`src/rtl/vend_pkg.sv`:
```
// Shared types and constants for the vending credit controller.
// Holds the controller state encoding and the coin denominations in cents.
package vend_pkg;

    typedef enum logic [1:0] {
        IDLE,
        COLLECT,
        VEND,
        CHANGE
    } state_t;

    localparam int unsigned NICKEL_CENTS  = 5;
    localparam int unsigned DIME_CENTS    = 10;
    localparam int unsigned QUARTER_CENTS = 25;

endpackage

```
`src/rtl/change_dispenser.sv`:
```
// Change dispenser: loads an amount in cents on start and pays it back as one
// registered change pulse per cycle until the amount is exhausted.
// Build option: DIME_CHANGE_EN pays 10-cent pulses while 10 or more remains;
// without it only nickel pulses are produced and change_dime is tied to 0.
//
// Ports:
//   clk, rst_n     clock, asynchronous active-low reset
//   start          load 'load' and begin paying (first pulse next cycle)
//   load           amount to pay back, multiple of 5, non-zero
//   change_nickel  registered pulse, 5 cents paid this cycle
//   change_dime    registered pulse, 10 cents paid this cycle
//   step           cents paid by the pulse currently shown (0 when idle)
//   done           the pulse currently shown is the last one
module change_dispenser
    import vend_pkg::*;
#(
    parameter int unsigned CREDIT_W = 8
) (
    input  logic                clk,
    input  logic                rst_n,
    input  logic                start,
    input  logic [CREDIT_W-1:0] load,
    output logic                change_nickel,
    output logic                change_dime,
    output logic [CREDIT_W-1:0] step,
    output logic                done
);

    localparam logic [CREDIT_W-1:0] NICKEL_AMT = CREDIT_W'(NICKEL_CENTS);
    localparam logic [CREDIT_W-1:0] DIME_AMT   = CREDIT_W'(DIME_CENTS);

    // Amount still owed, including the pulse currently on the outputs.
    logic [CREDIT_W-1:0] remain;
    logic [CREDIT_W-1:0] remain_next;
    logic                use_dime;

    always_comb begin
        step        = change_dime ? DIME_AMT : (change_nickel ? NICKEL_AMT : '0);
        done        = (change_nickel || change_dime) && (remain == step);
        remain_next = start ? load : remain - step;
    end

`ifdef DIME_CHANGE_EN
    assign use_dime = (remain_next >= DIME_AMT);

    always_ff @(posedge clk or negedge rst_n) begin
        if (!rst_n) begin
            change_dime <= 1'b0;
        end else begin
            change_dime <= (remain_next != '0) && use_dime;
        end
    end
`else
    assign use_dime    = 1'b0;
    assign change_dime = 1'b0;
`endif

    always_ff @(posedge clk or negedge rst_n) begin
        if (!rst_n) begin
            remain        <= '0;
            change_nickel <= 1'b0;
        end else begin
            remain        <= remain_next;
            change_nickel <= (remain_next != '0) && !use_dime;
        end
    end

endmodule

```
`src/rtl/vend_credit_fsm.sv`:
```
// Vending credit controller: accumulates coin credit, pulses vend once the
// price is reached and returns excess (or the whole credit on cancel) through
// the change dispenser. All outputs are registered.
// Build option: DIME_CHANGE_EN enables 10-cent change pulses.
//
// Ports:
//   clk, rst_n            clock, asynchronous active-low reset
//   coin_stb              coin lines are meaningful this cycle
//   nickel, dime, quarter coin lines (5, 10, 25 cents)
//   coin_valid            exactly one coin line is high
//   cancel                refund request (honoured only in COLLECT)
//   credit                current credit in cents
//   vend                  one-cycle dispense pulse
//   change_nickel         one pulse per 5 cents returned
//   change_dime           one pulse per 10 cents returned (DIME_CHANGE_EN only)
//   coin_reject           the strobed coin was returned
//   busy                  high in VEND and CHANGE
module vend_credit_fsm
    import vend_pkg::*;
#(
    parameter int unsigned PRICE      = 65,
    parameter int unsigned CREDIT_W   = 8,
    parameter int unsigned MAX_CREDIT = 95
) (
    input  logic                clk,
    input  logic                rst_n,
    input  logic                coin_stb,
    input  logic                nickel,
    input  logic                dime,
    input  logic                quarter,
    input  logic                coin_valid,
    input  logic                cancel,
    output logic [CREDIT_W-1:0] credit,
    output logic                vend,
    output logic                change_nickel,
    output logic                change_dime,
    output logic                coin_reject,
    output logic                busy
);

    localparam logic [CREDIT_W-1:0] PRICE_C = CREDIT_W'(PRICE);
    localparam logic [CREDIT_W:0]   PRICE_W = (CREDIT_W+1)'(PRICE);
    localparam logic [CREDIT_W:0]   MAX_W   = (CREDIT_W+1)'(MAX_CREDIT);

    state_t              state;
    logic [CREDIT_W-1:0] value;
    logic [CREDIT_W:0]   sum;    // one spare bit so the overflow test cannot wrap
    logic                accept;
    logic                start;
    logic [CREDIT_W-1:0] load;
    logic [CREDIT_W-1:0] chg_step;
    logic                chg_done;

    always_comb begin
        if (quarter) begin
            value = CREDIT_W'(QUARTER_CENTS);
        end else if (dime) begin
            value = CREDIT_W'(DIME_CENTS);
        end else if (nickel) begin
            value = CREDIT_W'(NICKEL_CENTS);
        end else begin
            value = '0;
        end
        sum    = {1'b0, credit} + {1'b0, value};
        // Cancel wins over a coin in the same cycle.
        accept = coin_stb && coin_valid && !cancel && (value != '0) &&
                 ((state == IDLE) || (state == COLLECT)) && (sum <= MAX_W);
        start  = ((state == VEND) && (credit > PRICE_C)) || ((state == COLLECT) && cancel);
        load   = (state == VEND) ? credit - PRICE_C : credit;
    end

    change_dispenser #(
        .CREDIT_W (CREDIT_W)
    ) u_change_dispenser (
        .clk           (clk),
        .rst_n         (rst_n),
        .start         (start),
        .load          (load),
        .change_nickel (change_nickel),
        .change_dime   (change_dime),
        .step          (chg_step),
        .done          (chg_done)
    );

    always_ff @(posedge clk or negedge rst_n) begin
        if (!rst_n) begin
            state       <= IDLE;
            credit      <= '0;
            vend        <= 1'b0;
            coin_reject <= 1'b0;
            busy        <= 1'b0;
        end else begin
            vend        <= 1'b0;
            coin_reject <= coin_stb && !accept;
            unique case (state)
                IDLE, COLLECT: begin
                    if (accept) begin
                        credit <= sum[CREDIT_W-1:0];
                        if (sum >= PRICE_W) begin
                            state <= VEND;
                            vend  <= 1'b1;
                            busy  <= 1'b1;
                        end else begin
                            state <= COLLECT;
                        end
                    end else if ((state == COLLECT) && cancel) begin
                        state <= CHANGE;
                        busy  <= 1'b1;
                    end
                end
                VEND: begin
                    credit <= credit - PRICE_C;
                    state  <= start ? CHANGE : IDLE;
                    busy   <= start;
                end
                CHANGE: begin
                    // Credit shows the amount still owed, including the current pulse.
                    credit <= credit - chg_step;
                    if (chg_done) begin
                        state <= IDLE;
                        busy  <= 1'b0;
                    end
                end
                default: begin
                    state <= IDLE;
                    busy  <= 1'b0;
                end
            endcase
        end
    end

endmodule

```
`config.mk`:
```
export PLATFORM = sky130hd
export DESIGN_NAME = vend_credit_fsm
export DESIGN_NICKNAME = d
export VERILOG_FILES = /design/src/rtl/vend_pkg.sv /design/src/rtl/change_dispenser.sv /design/src/rtl/vend_credit_fsm.sv
export SDC_FILE = /design/constraint.sdc
export NUM_CORES = 1
export LEC_CHECK = 0
export CAP_MARGIN = 15
export CORE_ASPECT_RATIO = 1.1
export CORE_MARGIN = 1.5
export CORE_UTILIZATION = 50
export CTS_CLUSTER_SIZE = 14
export DETAILED_ROUTE_END_ITERATION = 10
export PLACE_DENSITY = 0.79
export SETUP_SLACK_MARGIN = 0.2
export SYNTH_ARGS = -nofsm -noshare
export SYNTH_HDL_FRONTEND = slang
export SYNTH_SLANG_ARGS = --single-unit
export TNS_END_PERCENT = 20
```
`constraint.sdc`:
```
create_clock -name clk -period 4.9 [get_ports clk]
set_input_delay 0.735 -clock clk [delete_from_list [all_inputs] [get_ports clk]]
set_output_delay 0.735 -clock clk [all_outputs]
set_load 0.01 [all_outputs]
```
* Yosys cells after proc, flatten, opt, wreduce, memory -nomap -nowiden
Cells that the tools add are included.
** Storage, ports and cells
- Register bits :: 22
- Output and inout bits :: 13
** Cells by class
- Add/sub/neg operators :: 4
- Order comparisons :: 3
- Eq/ne operators :: 8
- Muxes and demuxes :: 22
- Reduce and logical (&&, ||, !) cells :: 19
** Operators by type and width (count)
- $mux 8 :: 4
- $pmux 8 s3 :: 1
- $reduce_bool 8->1 :: 2
- $sub 8x8->8 :: 2
- $mux 2 :: 5
- $add 8x8->9 :: 1
- $ge 9x7->1 const B :: 1
- $le 9x7->1 const B :: 1
- $logic_and 1x1->1 :: 9
- $eq 8x8->1 :: 1
- $gt 8x7->1 const B :: 1
- $sub 8x7->8 const B :: 1
- $mux 1 :: 7
- $mux 3 :: 2
- $ne 3x3->1 const B :: 2
- $pmux 2 s3 :: 1
- $eq 2x2->1 const B :: 2
- $mux 4 :: 1
- $ne 2x2->1 const B :: 2
- $pmux 1 s3 :: 1
- $reduce_and 3->1 :: 1
- $eq 2x1->1 const B :: 1
- $logic_not 1->1 :: 2
- $logic_not 2->1 :: 1
- other kinds (3) :: 4

* Depth between registers and ports, before layout
- Word-level depth :: 9
- Mapped depth :: 11
- Depth with buffers taken out :: 10

* Hierarchy
A second synthesis with hierarchy kept.
** Unflattened totals
- Cell total of the unflattened synthesis :: 291
- Area total of the unflattened synthesis :: 2331.0 µm²
** By module, submodules not included
- vend_credit_fsm :: times used 1, cells each 216, area each 1676.6 µm², sequential area each 325.3 µm²
- change_dispenser :: times used 1, cells each 75, area each 654.4 µm², sequential area each 225.2 µm²

* Least setup slack after synthesis
OpenSTA, ideal clock, no wires.
- Kind :: input -> register
- Start point :: in quarter
- End point :: reg credit[3]
- Data arrival time :: 2.923 ns
- Required time :: 4.776 ns
- Path slack :: 1.853 ns
- Cell stages on the path :: 10
- Path buffers :: 1
- Path through :: o21bai_1 ha_1 fa_1 a211oi_1 nor3_1 nor4b_1 a311o_1 buf_2 a21oi_1 a211o_1
** On the way
- Cells in the longest elaborated chain, start to end :: 6
- Elaborated cells on any way between the ends :: 10
- Those cells by class :: 1 x add/sub; 1 x order compare; 1 x eq/ne; 3 x mux; 4 x reduce/logical
** RTL lines
- start, declared :: RTL line vend_credit_fsm.sv:30 : input logic quarter,
- $mux 8 * :: RTL line vend_credit_fsm.sv:55 : if (quarter) begin
- parallel branches: the longest is 5 deep, another holds $add 8x8->9
- end signal, assigned :: RTL line vend_credit_fsm.sv:98 : credit <= sum[CREDIT_W-1:0];
- end signal, assigned :: RTL line vend_credit_fsm.sv:112 : credit <= credit - PRICE_C;
- end signal, assigned :: RTL line vend_credit_fsm.sv:118 : credit <= credit - chg_step;
- end, declared :: RTL line vend_credit_fsm.sv:33 : output logic [CREDIT_W-1:0] credit,
Mark *: on every way between the ends. The select of a mux whose other input is x is not followed.
A chain may end at the register's enable or synchronous reset.

* Final worst setup path
- Start point :: in quarter
- End point :: reg busy
** On the way
- Cells in the longest elaborated chain, start to end :: 7
- Elaborated cells on any way between the ends :: 13
- Those cells by class :: 1 x add/sub; 2 x order compare; 2 x eq/ne; 3 x mux; 5 x reduce/logical
** RTL lines
- $mux 8 * :: RTL line vend_credit_fsm.sv:55
- parallel branches: the longest is 6 deep, another holds $add 8x8->9
- end signal, assigned :: RTL line vend_credit_fsm.sv:114 : busy <= start;
- end, declared :: RTL line vend_credit_fsm.sv:38 : output logic busy
Mark *: on every way between the ends.

==> impl_metrics.ini <==
[power]
switching_share_pct = 47.9
pwr-share-clk_pct = 8.3
internal_power_w = 0.000842
vdd.ir_drop.worst_uv = 360
pwr-share-comb_pct = 64.8
seq_power_share_pct = 26.8
p_leak_nw = 0.868
p_sw_w = 0.000775
powerDensity_mw_per_mm2 = 723

[floorplanning]
ios = 21
core_mm2 = 0.00374
start_util_pct = 53.7
placement_rows = 23
dieArea_mm2 = 0.00441
fp.dieW_um = 63.4
die_h_um = 69.5

[grt]
globalRouteMet3Util_pct = 3.08
use_met1_pct = 32.6
grt_use_total_pct = 21.7
busiest_layer = met2
antenna_found_initial = 0
grt_pass1_wl_mm = 7.89
grt_max_degree = 23
grt_overflow = 0
first_global_vias = 1674
grt.met2_usage_pct = 33.0

[synthesis]
yosys_register_bits = 22
yosys.area.top_type = dfrtp_1
synth_xor_area_share_pct = 8.28
ys_seq_area_share_pct = 27.4
yosys-top-cells-count = dfrtp_1, xnor2_1, ha_1
synth.area.top_cells = dfrtp_1, ha_1, xnor2_1, a21oi_1, nor3_1
yosys_warnings = 0
synthSimpleGateAreaFrac_pct = 22.3
syn_area_per_cell_um2 = 8.62
synth_cells = 233
synth.distinct_cells = 62
synth_ff_type = dfrtp_1
netlist.area_leader.share_pct = 27.4
yosys.area_share.adder_pct = 9.71
synthesis.nets = 256
yosysMostFrequentCell = dfrtp_1
async_flop_share_pct = 100
synth_mux_area_share_pct = 3.36
synth_area_mm2 = 0.00201
synth_top_family_by_area = compound AO/OA/AOI/OAI gates
synth_edf_count = 0
synth_compound_area_share_pct = 22.7

[clock_network]
cts.path.max_buffers = 2
cts_buffers = 3
clk_latency_ps = 260
clk_pin_slew_worst_paths_ps = 80
h-tree-depth = 1
cts_resized = 0
cts_setup_buffers = 0
cts_tree = built
ctsHoldBuffers = 0
cts_root_buffer = clkbuf_8
numClockSinks = 22

[sta]
tns_ps = 0
worstMarginPinSlew_ps = 995
fin_skew_ps = 4.68
slew_viol_final = 0
hold_viol = 0
setup_slack_ps = 1230
max_freq_mhz = 272
setup_viol_count_final = 0
relSlewSlack_pct = 33.5
min_period_ps = 3670
final.period_utilization_pct = 75.0
rsz0062_at_grt = no

[setup_path]
cp.required_ps = 5060
criticalPathCategory = primary input to flop
critPathMaxFanout = 9
cp_cell_sequence = clkdlybuf4s50_1, o21bai_1, ha_1, fa_1, a211oi_1, nor3_1, nor4b_1, a311o_1, a221oi_1, o31ai_1
startpoint_type = primary input
cp_slowest_cell = nor4b_1
slowest_delay_ps = 480
worst_setup_path_end_kind = flop
worstPathArrival_ps = 3840

[placement]
gp_congestion = 0.901
io_buffers = 19
place_ws_ps = 1040
hpwl_mm = 3.38

[hold_path]
min_path_type = flop to flop

[finish]
drive_gt1_share_pct = 5.39
nets = 265
fill_cells = 345
multi_input_area_mm2 = 0.00134
syn_to_final_growth_pct = 11.3
n_antenna_cell = 0
seqCellArea_um2 = 551

[run_status]
status = finished, final reports clean

[route]
drtIter0Drc = 103
routed_wl_mm = 4.51
vias_per_cell = 6.00
dr.pass1.iters = 4
wl_per_cell_um = 15.5
ant_nets = 0
dr_total_vias = 1747
drc = 0

[run]
cap_violations = 0
==> final timing paths <==
path	startpoint	endpoint	slack, ps	depth (start not counted)
max reg2reg	credit[0]$_DFFE_PN0P_	busy$_DFFE_PN0P_	1840	8
min reg2reg	busy$_DFFE_PN0P_	busy$_DFFE_PN0P_	510	2
max	quarter	busy$_DFFE_PN0P_	1230	10
max in group asynchronous	rst_n	credit[5]$_DFFE_PN0P_	3290	1
min in group asynchronous	rst_n	u_change_dispenser.remain[1]$_DFF_PN0_	1020	1
min	busy$_DFFE_PN0P_	busy$_DFFE_PN0P_	510	2
==> metal layers <==
| metal | part of all wire [%] | wire length (µm) | vias to the layer above |
|---|---|---|---|
| li1 | - | - | 873 |
| met1 | 51 | 2320 | 828 |
| met2 | 44 | 1980 | 44 |
| met3 | 4.1 | 187 | 2 |
| met4 | 0.55 | 25 | 0 |
| met5 | 0 | 0 | - |
==> layout by cell type, fill, tap and decap left out, types with 2 or more instances in the layout <==
master and count:
a211o_1 3, a211oi_1 4, a21oi_1 12, a31oi_1 2, clkbuf_8 4, clkdlybuf4s50_1 19, dfrtp_1 22, ha_1 14
inv_1 9, mux2i_1 4, mux2i_2 2, nand2_1 12, nand2b_1 7, nand3_1 7, nand3b_1 2, nor2_1 13
nor2b_1 7, nor3_1 11, nor3b_1 2, nor4_1 2, nor4b_1 2, o211ai_1 5, o21a_1 4, o21ai_0 8
o21ai_1 3, o21bai_1 2, o311ai_1 2, o31ai_1 3, or2_1 2, or2_2 2, or3_1 5, xnor2_1 15
xor2_1 4
==> worst max-delay path, delay by kind of cell <==
| family | cells | cell delay [ps] |
|---|---|---|
| AOI/OAI and AO/OA | 5 | 1380 |
| adders and majority gates | 2 | 650 |
| buffers and inverters | 1 | 470 |
| and+or+nand+nor | 2 | 600 |
==> layout make-up <==
type,count,share of cell area [%]
well taps,50,2.80
flip-flops and latches,22,24.6
multi-input cells,185,59.8
repair buffers,19,8.51
inverters,11,1.85
clock buffers,4,2.46
==> per-stage QoR <==
| step | total power (W) | instance area, µm² | std cells | hold slack [ps] | util, % |
|---|---|---|---|---|---|
| floorplan | 0.00123 | 2010 | 233 | 439 | - |
| global placement | 0.00146 | 2180 | 287 | 473 | 58.3 |
| detailed placement | 0.00147 | 2180 | 287 | 492 | 58.3 |
| CTS | 0.00161 | 2240 | 291 | 512 | 59.8 |
| global route | 0.00176 | 2240 | 291 | 582 | 59.8 |
| finish | 0.00162 | 2240 | 291 | 512 | 59.8 |
==> cell families (layout without fill, tap and decap cells) <==
logic type	count (synthesis)	count (layout)
other cells	1	1
compound gates	63	63
mux	6	6
fa+ha+maj	15	15
buf+inv	26	34
simple gates	81	81
flops	22	22
xor+xnor	19	19
==> flip-flops by register name, summed over array words and instances, names as in the netlist <==
name,cells
coin_reject,1
state,2
u_change_dispenser.change_nickel,1
busy,1
credit,8
u_change_dispenser.remain,8
vend,1
==> power by group through the flow <==
stage / clock network (W) / logic (W) / registers [W]
after detailed placement: 0 / 0.00103 / 0.000435
after global routing: 0.000145 / 0.00117 / 0.000451
final: 0.000135 / 0.00105 / 0.000434
after CTS: 0.000136 / 0.00104 / 0.000431
after floorplan: 0 / 0.000885 / 0.000345
after global placement: 0 / 0.00103 / 0.000434
Power figures use the tool's default switching activity.
